--- src/rtl/adder_pkg.sv ---
// Shared definitions for the segmented pipelined adder: operation encoding,
// pipeline depth helper and the default segment width.
package adder_pkg;

  typedef enum logic {
    OP_ADD = 1'b0,
    OP_SUB = 1'b1
  } op_e;

  localparam int DEFAULT_SEG = 4;

  // Pipeline depth (and latency in cycles) for a given width/segment pair.
  function automatic int calc_stages(input int width, input int seg);
    return width / seg;
  endfunction

endpackage

--- src/rtl/full_adder.sv ---
// Single-bit full-adder cell; the building block of every ripple segment.
module full_adder (
  input  logic a,
  input  logic b,
  input  logic ci,
  output logic s,
  output logic co
);

  assign s  = a ^ b ^ ci;
  assign co = (a & b) | (ci & (a ^ b));

endmodule

--- src/rtl/seg_ripple_adder.sv ---
// Combinational SEG-bit ripple-carry chain built from full_adder cells.
// One instance resolves one segment of the wide add in a single stage.
module seg_ripple_adder
  import adder_pkg::*;
#(
  parameter int SEG = DEFAULT_SEG
) (
  input  logic [SEG-1:0] x,
  input  logic [SEG-1:0] y,
  input  logic           cin,
  output logic [SEG-1:0] s,
  output logic           cout
);

  logic [SEG:0] w_carry;

  assign w_carry[0] = cin;

  for (genvar i = 0; i < SEG; i++) begin : g_bit
    full_adder u_fa (
      .a  (x[i]),
      .b  (y[i]),
      .ci (w_carry[i]),
      .s  (s[i]),
      .co (w_carry[i+1])
    );
  end

  assign cout = w_carry[SEG];

endmodule

--- src/rtl/pipelined_segment_adder.sv ---
// Pipelined WIDTH-bit add/subtract built from SEG-bit ripple segments, one
// segment per stage with the carry registered between stages.
// Optional macro PIPELINED_SEGMENT_ADDER_OVF_EN adds the registered signed
// overflow output 'ovf'.
//
// Handshake: a beat is accepted when in_valid & in_ready; a result is taken
// when out_valid & out_ready. The whole pipe advances together when
// adv = out_ready | ~out_valid (in_ready = adv); on adv=0 every stage holds,
// so s/cout stay stable while a result waits. Bubbles are not collapsed.
module pipelined_segment_adder
  import adder_pkg::*;
#(
  parameter int WIDTH = 16,
  parameter int SEG   = DEFAULT_SEG
) (
  input  logic             clk,
  input  logic             rst_n,
  input  logic             in_valid,
  output logic             in_ready,
  input  logic [WIDTH-1:0] x,
  input  logic [WIDTH-1:0] y,
  input  logic             cin,
  input  logic             sub,
  output logic             out_valid,
  input  logic             out_ready,
  output logic [WIDTH-1:0] s,
  output logic             cout
`ifdef PIPELINED_SEGMENT_ADDER_OVF_EN
  ,
  output logic             ovf
`endif
);

  localparam int STAGES = calc_stages(WIDTH, SEG);

  if (WIDTH % SEG != 0) begin : g_bad_params
    $error("pipelined_segment_adder: WIDTH must be a multiple of SEG");
  end

  logic             w_adv;
  op_e              w_op;
  logic [WIDTH-1:0] w_yy;
  logic             w_c0;

  // Subtract is x + ~y + 1, so the carry-in is forced high and cin ignored.
  assign w_op     = op_e'(sub);
  assign w_yy     = (w_op == OP_SUB) ? ~y : y;
  assign w_c0     = (w_op == OP_SUB) ? 1'b1 : cin;
  assign w_adv    = out_ready | ~out_valid;
  assign in_ready = w_adv;

  // Unprocessed upper segments of the effective B operand. Entry j holds what
  // is still needed after stage j, right-aligned so the next segment sits in
  // the low SEG bits; each entry is exactly as wide as what remains.
  for (genvar j = 0; j < STAGES - 1; j++) begin : g_yreg
    localparam int YW = WIDTH - (j + 1) * SEG;
    logic [YW-1:0] r_yr;
    logic [YW-1:0] w_yr_d;

    if (j == 0) begin : g_src_in
      assign w_yr_d = w_yy[WIDTH-1:SEG];
    end else begin : g_src_prev
      assign w_yr_d = g_yreg[j-1].r_yr[YW+SEG-1:SEG];
    end

    // Carry the remaining B segments forward one stage per advance.
    always_ff @(posedge clk or negedge rst_n) begin
      if (!rst_n) begin
        r_yr <= '0;
      end else if (w_adv) begin
        r_yr <= w_yr_d;
      end
    end
  end

  // Stage k resolves segment k. r_xs packs the finished lower sum segments
  // (bits below (k+1)*SEG) with the still-unprocessed upper A segments, so
  // after the last stage it is exactly the full result.
  for (genvar k = 0; k < STAGES; k++) begin : g_stg
    logic [WIDTH-1:0] w_cur;
    logic [WIDTH-1:0] w_nxt;
    logic [SEG-1:0]   w_xa;
    logic [SEG-1:0]   w_ya;
    logic [SEG-1:0]   w_sa;
    logic             w_ci;
    logic             w_co;
    logic             w_vin;
    logic             r_v;
    logic             r_c;
    logic [WIDTH-1:0] r_xs;

    if (k == 0) begin : g_head
      assign w_cur = x;
      assign w_ya  = w_yy[SEG-1:0];
      assign w_ci  = w_c0;
      assign w_vin = in_valid;
    end else begin : g_body
      assign w_cur = g_stg[k-1].r_xs;
      assign w_ya  = g_yreg[k-1].r_yr[SEG-1:0];
      assign w_ci  = g_stg[k-1].r_c;
      assign w_vin = g_stg[k-1].r_v;
    end

    assign w_xa = w_cur[k*SEG +: SEG];

    seg_ripple_adder #(
      .SEG (SEG)
    ) u_seg (
      .x    (w_xa),
      .y    (w_ya),
      .cin  (w_ci),
      .s    (w_sa),
      .cout (w_co)
    );

    // Replace the consumed A segment with its freshly computed sum segment.
    always_comb begin
      w_nxt               = w_cur;
      w_nxt[k*SEG +: SEG] = w_sa;
    end

    // Stage register: valid bit, carry-out and packed sum/operand word.
    always_ff @(posedge clk or negedge rst_n) begin
      if (!rst_n) begin
        r_v  <= 1'b0;
        r_c  <= 1'b0;
        r_xs <= '0;
      end else if (w_adv) begin
        r_v  <= w_vin;
        r_c  <= w_co;
        r_xs <= w_nxt;
      end
    end
  end

  assign out_valid = g_stg[STAGES-1].r_v;
  assign s         = g_stg[STAGES-1].r_xs;
  assign cout      = g_stg[STAGES-1].r_c;

`ifdef PIPELINED_SEGMENT_ADDER_OVF_EN
  logic w_cmsb;
  logic w_ovf_d;
  logic r_ovf;

  // Carry into the MSB recovered from the MSB sum bit: c = a ^ b ^ s.
  assign w_cmsb  = g_stg[STAGES-1].w_xa[SEG-1] ^ g_stg[STAGES-1].w_ya[SEG-1]
                 ^ g_stg[STAGES-1].w_sa[SEG-1];
  assign w_ovf_d = w_cmsb ^ g_stg[STAGES-1].w_co;

  // Signed overflow registered alongside the final stage so it tracks s.
  always_ff @(posedge clk or negedge rst_n) begin
    if (!rst_n) begin
      r_ovf <= 1'b0;
    end else if (w_adv) begin
      r_ovf <= w_ovf_d;
    end
  end

  assign ovf = r_ovf;
`endif

endmodule

--- config.mk ---
export PLATFORM = sky130hd
export DESIGN_NAME = pipelined_segment_adder
export DESIGN_NICKNAME = d
export VERILOG_FILES = /design/src/rtl/adder_pkg.sv /design/src/rtl/full_adder.sv /design/src/rtl/seg_ripple_adder.sv /design/src/rtl/pipelined_segment_adder.sv
export SDC_FILE = /design/constraint.sdc
export NUM_CORES = 1
export LEC_CHECK = 0
export ABC_AREA = 1
export BUFFER_PORTS_ARGS = -buffer_cell sky130_fd_sc_hd__buf_4
export CAP_MARGIN = 20
export CORE_MARGIN = 2
export CORE_UTILIZATION = 43
export DETAILED_ROUTE_END_ITERATION = 16
export HOLD_SLACK_MARGIN = 0.12
export PLACE_DENSITY = 0.75
export REMOVE_ABC_BUFFERS = 1
export SYNTH_ARGS = -nofsm -noshare
export SYNTH_HDL_FRONTEND = slang
export SYNTH_SLANG_ARGS = --single-unit
--- constraint.sdc ---
create_clock -name clk -period 2.3 [get_ports clk]
set_input_delay 0.23 -clock clk [delete_from_list [all_inputs] [get_ports clk]]
set_output_delay 0.23 -clock clk [all_outputs]
set_load 0.01 [all_outputs]
==> flow_metrics.py <==
metrics = {
    "outcome": {
        "status": "finished clean",
    },
    "layout": {
        "final_util": 0.543,
        "layout_commonest_cell": "nand2_1",
        "final_cell_mix": "250 x nand2_1, 96 x dfrtp_1, 60 x buf_4",
        "n_antenna_cell": 0,
        "fill_cells": 865,
        "final_nets": 588,
        "area_growth_pct": 21.3,
        "layout.cells.non_filler": 667,
        "drive_gt1_frac": 0.164,
    },
    "global_route": {
        "grt.overflow.total": 0,
        "grt_pass1_wl_um": 13600,
        "grt_pass1_vias": 3168,
        "grt_start_max_net_pins": 57,
        "grt_usage": 0.165,
        "grt_antenna_before_repair": 0,
    },
    "synthesis": {
        "synth_seq_cells": 96,
        "synth_cell_types": 15,
        "yosysWarnings": 0,
        "seq_area_frac_synth": 0.576,
        "synth_area_um2": 4170,
        "post_synth.cell_area_avg_um2": 8.90,
        "synthCells": 469,
    },
    "sta": {
        "finalCritPeriodShare": 0.953,
        "rsz0062_at_grt": "no",
        "hold_ws_ps": 155,
        "skew_ps": 6.65,
        "setup-violations-final": 0,
        "fin_crit_ps": 2190,
        "relSlewSlack": 0.611,
        "fmax_mhz": 456,
        "hold_viol": 0,
        "worst_slew_pin_slew_ps": 582,
        "maxSlewViolCount": 0,
        "fin_ws_ps": 108,
    },
    "clock_tree": {
        "insertion_delay_ps": 350,
        "h-tree-depth": 3,
        "cts_made_buffers": 9,
        "cts_root_buf": "clkbuf_8",
        "cts_setup_buffers": 0,
        "clkSinkCount": 96,
        "cts_tree": "done",
        "clockBufferDepth": 2,
        "clkTransAtPathRegs_ps": 90,
    },
    "detailed_routing": {
        "routedWlPerCell_um": 11.5,
        "dr.pass1.iters": 4,
        "drt_drc_violations_left": 0,
        "viasPerCell": 4.52,
        "drtIter0Drc": 88,
        "final_antenna_net_count": 0,
        "routed_wl_um": 7650,
        "vias": 3014,
    },
    "critical_path": {
        "reg2reg_slack_ps": 110,
        "worst_ep_arrival_time_ps": 2470,
        "worstSetupPathType": "register to register",
        "endpoint_kind": "register",
        "required_ps": 2580,
        "start_kind": "register",
        "path_max_fanout": 2,
        "rr_worst_depth": 8,
    },
    "power": {
        "p_int_w": 0.00383,
        "p_leak_nw": 2.70,
        "p_per_area_nw_per_um2": 1180,
        "switchingPower_w": 0.00213,
        "irDropWorstVdd_mv": 0.383,
        "power_w": 0.00596,
        "switching_share": 0.357,
        "clockPowerShare": 0.176,
        "sequentialPowerShare": 0.474,
        "power_frac_comb": 0.350,
    },
    "placed_design": {
        "dp_hpwl_um": 5180,
        "numPortBuffers": 56,
        "gp_congestion": 0.763,
        "placed_cells": 638,
        "post-place-ws_ps": -114,
    },
    "floorplan": {
        "dieWidth_um": 103,
        "num_io_pins": 57,
        "die_h_um": 103,
        "fp.coreArea_um2": 9330,
        "initial_core_util": 0.447,
        "die_area_um2": 10500,
        "placementRows": 35,
    },
    "worst_hold_path": {
        "hp-class": "input pin to register",
        "holdPathStages": 4,
    },
    "run": {
        "maxCapViolations": 0,
    },
}
-- flip-flops by register name, indices dropped and copies added, names as in the netlist --
name	count
g_yreg.r_yr	20
g_stg.r_c	3
g_stg.r_xs	48
s	16
cout	1
out_valid	1
g_stg.r_v	3
g_stg.w_ya	4
-- path summary, 6_finish.rpt --
kind	startpoint	endpoint
setup / recovery	g_stg[0].r_xs[4]$_DFFE_PN0P_	g_stg[1].r_xs[7]$_DFFE_PN0P_
hold / removal	y[14]	g_yreg[0].r_yr[10]$_DFFE_PN0P_
setup reg to reg	g_stg[0].r_xs[4]$_DFFE_PN0P_	g_stg[1].r_xs[7]$_DFFE_PN0P_
hold reg to reg	g_stg[2].r_v$_DFFE_PN0P_	out_valid$_DFFE_PN0P_
max in group asynchronous	rst_n	g_yreg[0].r_yr[3]$_DFFE_PN0P_
min in group asynchronous	rst_n	g_stg[2].r_xs[3]$_DFFE_PN0P_
-- Yosys cell counts --
cell type	number	area share
nor2_1	1	0.00090
clkbuf_1	4	0.0036
buf_2	12	0.014
xnor2_1	3	0.0063
inv_2	1	0.00090
nand3_1	12	0.014
nor2_2	1	0.0015
fa_1	16	0.077
o21ai_0	24	0.029
nand2_2	1	0.0015
xor2_1	1	0.0021
nand2_1	250	0.22
inv_1	40	0.036
dfrtp_1	96	0.58
buf_4	7	0.013
-- routing by layer --
| layer | part of all wire | vias up | global-route usage |
|---|---|---|---|
| met3 | 0.027 | 15 | 0.0231 |
| met4 | 0.025 | 0 | 0.0728 |
| met5 | 0 | - | 0 |
| met1 | 0.44 | 1429 | 0.201 |
| met2 | 0.51 | 44 | 0.293 |
| li1 | - | 1526 | - |
-- power groups by stage --
stage	Clock, W	Sequential [W]	Combinational, W
after detailed placement	0	0.00286	0.00207
after floorplan	0	0.00284	0.00128
after CTS	0.00109	0.00283	0.00210
after global routing	0.00116	0.00293	0.00246
final	0.00105	0.00283	0.00208
after global placement	0	0.00282	0.00198
-- cell families (layout without fill, tap and decap cells) --
group	Yosys count	in the layout	share of synthesized area
xor+xnor	4	4	0.00839
compound gates	24	24	0.0288
flops	96	96	0.576
buf+inv	64	133	0.0674
fa+ha+maj	16	16	0.0767
simple gates	265	265	0.243
-- stage by stage --
| step | area [um2] | setup TNS (ps) |
|---|---|---|
| floorplan | 4050 | -9560 |
| global placement | 4730 | -66.6 |
| detailed placement | 4730 | -170 |
| CTS | 5060 | 0 |
| global route | 5060 | 0 |
| finish | 5060 | 0 |
-- final cells by class --
cell class,count,area [um2],area share
Sequential cell,96,2400,0.475
Multi-Input combinational cell,309,1510,0.298
Clock inverter,5,58.8,0.0116
Timing Repair Buffer,77,651,0.129
Clock buffer,10,128,0.0252
Tap cell,129,161,0.0319
Inverter,41,154,0.0304
-- timing repair --
action,in CTS,in global routing
setup endpoints to repair,2,3
gates resized for setup,3,8
pin swaps,0,2
hold buffers,14,0
hold endpoints to repair,47,0
-- worst max-delay path, cell delays in order, from the launching register on --
cell and delay, ps:
dfrtp_1 380, inv_1 80, fa_1 170, inv_1 60
fa_2 390, fa_1 440, inv_2 90, fa_1 380
o21ai_1 130
Power figures use the tool's default switching activity.
